--- config.mk ---
export PLATFORM = sky130hd
export DESIGN_NAME = harness_run_monitor
export DESIGN_NICKNAME = d
export VERILOG_FILES = /design/src/rtl/harness_run_monitor_pkg.sv /design/src/rtl/harness_run_monitor_sat_counter.sv /design/src/rtl/harness_run_monitor.sv
export SDC_FILE = /design/constraint.sdc
export NUM_CORES = 1
export LEC_CHECK = 0
export CAP_MARGIN = 5
export CORE_ASPECT_RATIO = 1.1
export CORE_MARGIN = 2
export CORE_UTILIZATION = 35
export CTS_CLUSTER_DIAMETER = 30
export DETAILED_ROUTE_END_ITERATION = 12
export PLACE_DENSITY = 0.66
export SKIP_CTS_REPAIR_TIMING = 1
export SLEW_MARGIN = 0
export SYNTH_ARGS = -nofsm -noshare
export SYNTH_HDL_FRONTEND = slang
export SYNTH_SLANG_ARGS = --single-unit
export TNS_END_PERCENT = 1
--- constraint.sdc ---
create_clock -name clock -period 1.92 [get_ports clock]
set_input_delay 0.288 -clock clock [delete_from_list [all_inputs] [get_ports clock]]
set_output_delay 0.288 -clock clock [all_outputs]
set_load 0.02 [all_outputs]
--- src/rtl/harness_run_monitor_pkg.sv ---
// Shared types and constants for the harness run monitor.
package harness_run_monitor_pkg;

  // Monitor phases: reset hold, running, and the two terminal verdicts.
  typedef enum logic [1:0] {
    HOLD = 2'd0,
    RUN  = 2'd1,
    PASS = 2'd2,
    FAIL = 2'd3
  } state_e;

  // Failure reason reported on fail_code; 2'b11 is reserved.
  localparam logic [1:0] FC_NONE    = 2'b00;
  localparam logic [1:0] FC_TIMEOUT = 2'b01;
  localparam logic [1:0] FC_STALL   = 2'b10;

endpackage

--- src/rtl/harness_run_monitor_sat_counter.sv ---
// Saturating up-counter with synchronous clear and asynchronous reset.
// Holds at all-ones instead of wrapping.
module sat_counter #(
  parameter int unsigned W = 32
) (
  input  logic         clock,
  input  logic         reset,
  input  logic         clr,
  input  logic         inc,
  output logic [W-1:0] q
);

  logic [W-1:0] count_q;

  // Count register: clear wins over increment; stick at the maximum value.
  always_ff @(posedge clock or posedge reset) begin
    if (reset) begin
      count_q <= '0;
    end else if (clr) begin
      count_q <= '0;
    end else if (inc && (count_q != '1)) begin
      count_q <= count_q + W'(1);
    end
  end

  assign q = count_q;

endmodule

--- src/rtl/harness_run_monitor.sv ---
// Harness run monitor: generates the TestHarness reset and turns the harness
// io_success flag into a sticky pass/fail verdict with timeout detection.
// Optional stall watchdog on io_progress: define HARNESS_STALL_WATCHDOG_EN.
module harness_run_monitor
  import harness_run_monitor_pkg::*;
#(
  parameter int unsigned RESET_CYCLES   = 20,
  parameter int unsigned TIMEOUT_CYCLES = 1000000,
  parameter int unsigned CNT_W          = 32,
  parameter int unsigned STALL_CYCLES   = 4096
) (
  input  logic             clock,
  input  logic             reset,
  input  logic             io_success,
  input  logic             io_progress,
  output logic             harness_reset,
  output logic             done,
  output logic             pass,
  output logic             fail,
  output logic [1:0]       fail_code,
  output logic [CNT_W-1:0] cycle_count
);

  localparam logic [CNT_W-1:0] HoldLast    = CNT_W'(RESET_CYCLES - 1);
  localparam bit               TimeoutEn   = (TIMEOUT_CYCLES != 0);
  localparam logic [CNT_W-1:0] TimeoutLast = TimeoutEn ? CNT_W'(TIMEOUT_CYCLES - 1) : '0;

  state_e     state_q, state_d;
  logic       harness_reset_q, harness_reset_d;
  logic       done_q, done_d;
  logic       pass_q, pass_d;
  logic       fail_q, fail_d;
  logic [1:0] fail_code_q, fail_code_d;

  logic [CNT_W-1:0] hold_cnt;
  logic             hold_last;
  logic             timeout_hit;
  logic             stall_hit;
  logic             run_continue;

  // Hold counter only advances in HOLD and is parked at zero otherwise.
  sat_counter #(
    .W (CNT_W)
  ) u_hold_cnt (
    .clock (clock),
    .reset (reset),
    .clr   (state_q != HOLD),
    .inc   (state_q == HOLD),
    .q     (hold_cnt)
  );

  // Run cycles only count on edges that stay in RUN, so the value is frozen
  // at whatever it was when the verdict edge sampled it.
  sat_counter #(
    .W (CNT_W)
  ) u_cycle_cnt (
    .clock (clock),
    .reset (reset),
    .clr   (1'b0),
    .inc   (run_continue),
    .q     (cycle_count)
  );

  assign hold_last    = (hold_cnt == HoldLast);
  assign timeout_hit  = TimeoutEn && (cycle_count == TimeoutLast);
  assign run_continue = (state_q == RUN) && (state_d == RUN);

`ifdef HARNESS_STALL_WATCHDOG_EN
  localparam logic [CNT_W-1:0] StallLast = CNT_W'(STALL_CYCLES - 1);

  logic [CNT_W-1:0] stall_cnt;

  // Stall counter restarts on every progress pulse and outside RUN.
  sat_counter #(
    .W (CNT_W)
  ) u_stall_cnt (
    .clock (clock),
    .reset (reset),
    .clr   ((state_q != RUN) || io_progress),
    .inc   (state_q == RUN),
    .q     (stall_cnt)
  );

  assign stall_hit = (state_q == RUN) && !io_progress && (stall_cnt == StallLast);
`else
  logic unused_stall_cfg;

  assign unused_stall_cfg = io_progress ^ (^STALL_CYCLES);
  assign stall_hit        = 1'b0;
`endif

  // Next state and next registered outputs; priority success > timeout > stall.
  always_comb begin
    state_d         = state_q;
    harness_reset_d = harness_reset_q;
    pass_d          = pass_q;
    fail_d          = fail_q;
    fail_code_d     = fail_code_q;
    unique case (state_q)
      HOLD: begin
        if (hold_last) begin
          state_d         = RUN;
          harness_reset_d = 1'b0;
        end
      end
      RUN: begin
        if (io_success) begin
          state_d = PASS;
          pass_d  = 1'b1;
        end else if (timeout_hit) begin
          state_d     = FAIL;
          fail_d      = 1'b1;
          fail_code_d = FC_TIMEOUT;
        end else if (stall_hit) begin
          state_d     = FAIL;
          fail_d      = 1'b1;
          fail_code_d = FC_STALL;
        end
      end
      PASS, FAIL: begin
      end
      default: begin
        state_d = HOLD;
      end
    endcase
    done_d = pass_d | fail_d;
  end

  // State and output registers; reset returns to a fresh HOLD immediately.
  always_ff @(posedge clock or posedge reset) begin
    if (reset) begin
      state_q         <= HOLD;
      harness_reset_q <= 1'b1;
      done_q          <= 1'b0;
      pass_q          <= 1'b0;
      fail_q          <= 1'b0;
      fail_code_q     <= FC_NONE;
    end else begin
      state_q         <= state_d;
      harness_reset_q <= harness_reset_d;
      done_q          <= done_d;
      pass_q          <= pass_d;
      fail_q          <= fail_d;
      fail_code_q     <= fail_code_d;
    end
  end

  assign harness_reset = harness_reset_q;
  assign done          = done_q;
  assign pass          = pass_q;
  assign fail          = fail_q;
  assign fail_code     = fail_code_q;

endmodule

==> impl_results.md <==
- Status: completed
- Vias: 3546
- Post-synthesis average cell area: 9.94 um2
- Total GRT Usage: 17.4%
- Upper clock frequency limit: 527 MHz
- Crit-path slowest cell: dfrtp_1
- Number of flops mapped to enable cells by yosys: 0
- Worst Path Required: 2.13 ns
- First-pass GRT wire length: 16800 um
- Layout area overhead: 44.2%
- Most frequent CP cell: buf_4
- Crit path from: u_cycle_cnt.q[1]
- Crit path kind: reg2reg
- Global route total overflow: 0
- CTS Sinks: 71
- Leakage: 2.34 nW
- Fin Setup TNS: 0 ns
- CTS clk-pin slew, worst paths: 0.06 ns
- Synthesized cell area: 3820 um2
- Setup crit start kind: flip-flop
- Clk root buf: clkbuf_16
- Port Buffer Count: 39
- Initial antenna violation count: 0
- Drt initial violations: 165
- Total wire length: 9990 um
- Worst-Skew Late Latency: 0.33 ns
- Core ar.: 10500 um2
- Synth warnings: 0
- Pre-Repair DR Iteration Count: 4
- Inserted Diodes: 0
- Util after Layout: 52.5%
- Starting Density: 36.4%
- Crit-path leading delay family: simple AND/OR/NAND/NOR gates
- DR vias/cell: 5.41
- FILL cells: 941
- Final Skew: 0.00478 ns
- Post-layout min period: 1.90 ns
- Max_cap viols: 0
- Die width: 104 um
- CP arrival: 2.11 ns
- DRT antenna net count: 0
- Synth cell types: 50
- Crit Path Max Fanout: 5
- Share of cells above drive strength 1: 28.1%
- Commonest non-fill, non-tap cell in the layout: buf_4
- Vias in the first global route: 3553
- WL/cell: 15.2 um
- Setup violators final: 0
- Final period util: 98.8%
- Final Cell Area: 5500 um2
- Share of synthesized registers carrying an async set or reset: 100%
- CTS tree: done
- Ys flop type: dfrtp_1
- Clock buffer depth: 2
- Num rows: 39
- Drc violations: 0
- Ports: 42
- Most frequent cells in the layout: buf_4, dfrtp_1, clkdlybuf4s50_1
- # H-tree levels: 3
- Nets@finish: 514
- Buf/Inv on CP: 2
- Hold WC Path Type: in2async
- Cell Pwr Density: 742 nW/um2
- Final Hold Fails: 0
- Area after DPL: 4970 um2
- #FFs+latches synth: 71
- Post-DP HPWL: 7180 um
- Die Ht: 114 um
- Syn_nets: 390
- Crit end category: flip-flop
- Min setup slack post-route: 0.0234 ns
- Seq/Total Area, Yosys: 46.6%
- R2R Path Start: u_cycle_cnt.q[1]
- Slew Limit Fails: 0
- CP peak stage delay: 0.41 ns
- DIE AREA: 11800 um2
- Synth Instances: 384
- Largest net degree at the start of global routing: 38
- Placed cells: 637
- CTS Buf Count: 9
- Dpl ws: -0.231 ns
- Peak supply drop: 0.425 mV
- Critical path cell sequence: ha_4 > and4_1 > and4_4 > buf_4 > a311oi_2 > buf_4 > nand4_1 > xnor2_1
- RePlAce Congestion: 0.858
- Non-filler cells, final: 656
## power breakdown
part	internal (W)	switching, W
Combinational	0.000147	0.000172
Clock	0.00154	0.000655
Sequential	0.00153	0.0000350
Total	0.00322	0.000862
## state kept, by name, indices dropped and copies added (netlist names)
register,flops
fail,1
fail_code,1
harness_reset,1
state_q,2
pass,1
u_cycle_cnt.q,32
done,1
u_hold_cnt.q,32
## routing by layer
layer | vias up | GRT usage (%) | wire length (um)
met4 | 0 | 6.13 | 182
li1 | 1692 | - | -
met3 | 18 | 3.66 | 432
met2 | 93 | 30.7 | 5040
met1 | 1743 | 21.2 | 4330
met5 | - | 0 | 0
## metrics by stage
step | hold slack (ns) | total power [W]
finish | 0.308 | 0.00408
global route | 0.337 | 0.00422
CTS | 0.318 | 0.00409
detailed placement | 0.461 | 0.00189
global placement | 0.454 | 0.00189
floorplan | 0.448 | 0.00173
## final timing paths
kind / endpoint / slack [ns] / cells past startpoint
max: u_cycle_cnt.q[27] / 0.02 / 8
min: u_cycle_cnt.q[8] / 0.31 / 2
max reg2reg: u_cycle_cnt.q[27] / 0.02 / 8
min reg2reg: fail_code[0] / 0.47 / 1
max in group asynchronous: harness_reset / 1.04 / 3
min in group clock: fail_code[0] / 0.47 / 1
## logic make-up after synthesis
kind of cell,after synthesis,share of synthesized area (%)
XOR/XNOR,44,10.1
adder cells (fa/ha/maj),2,0.656
other,1,0.0983
flip-flops,71,46.6
buffers and inverters,17,2.59
AO/OA/AOI/OAI,49,8.43
multiplexers,2,0.557
AND/OR/NAND/NOR,198,31.0
## cell usage after synthesis, types with 2 or more instances
cell type	n	area share [%]
a211oi_1	2	0.39
a21oi_1	17	2.2
and2_1	4	0.66
and3_1	14	2.3
and4_1	14	3.2
buf_2	4	0.52
buf_4	2	0.39
buf_6	3	0.89
clkbuf_1	5	0.49
dfrtp_1	70	46
ha_1	2	0.66
inv_1	2	0.20
nand2_1	26	2.6
nand2b_1	4	0.66
nand3_1	21	2.8
nand4_1	24	3.9
nor2_1	26	2.6
nor3_1	10	1.3
nor3_2	3	0.79
nor4_1	17	2.8
nor4_2	3	0.98
nor4b_1	4	0.92
o2111ai_1	3	0.69
o21ai_0	14	1.8
o31ai_1	5	0.98
or3_1	13	2.1
or4_1	7	1.4
xnor2_1	19	4.4
xor2_1	25	5.7
## area by class of cell
type                       instances  area, um2  area share [%]
clock buffer                       9        225            4.09
clock inverter                     7        168            3.05
inverter                           3       15.0           0.273
multi-input combinational        297       2060            37.4
sequential                        71       1780            32.3
tap                              143        179            3.25
timing repair buffer             126       1080            19.6
(Power assumes the default switching activity.)
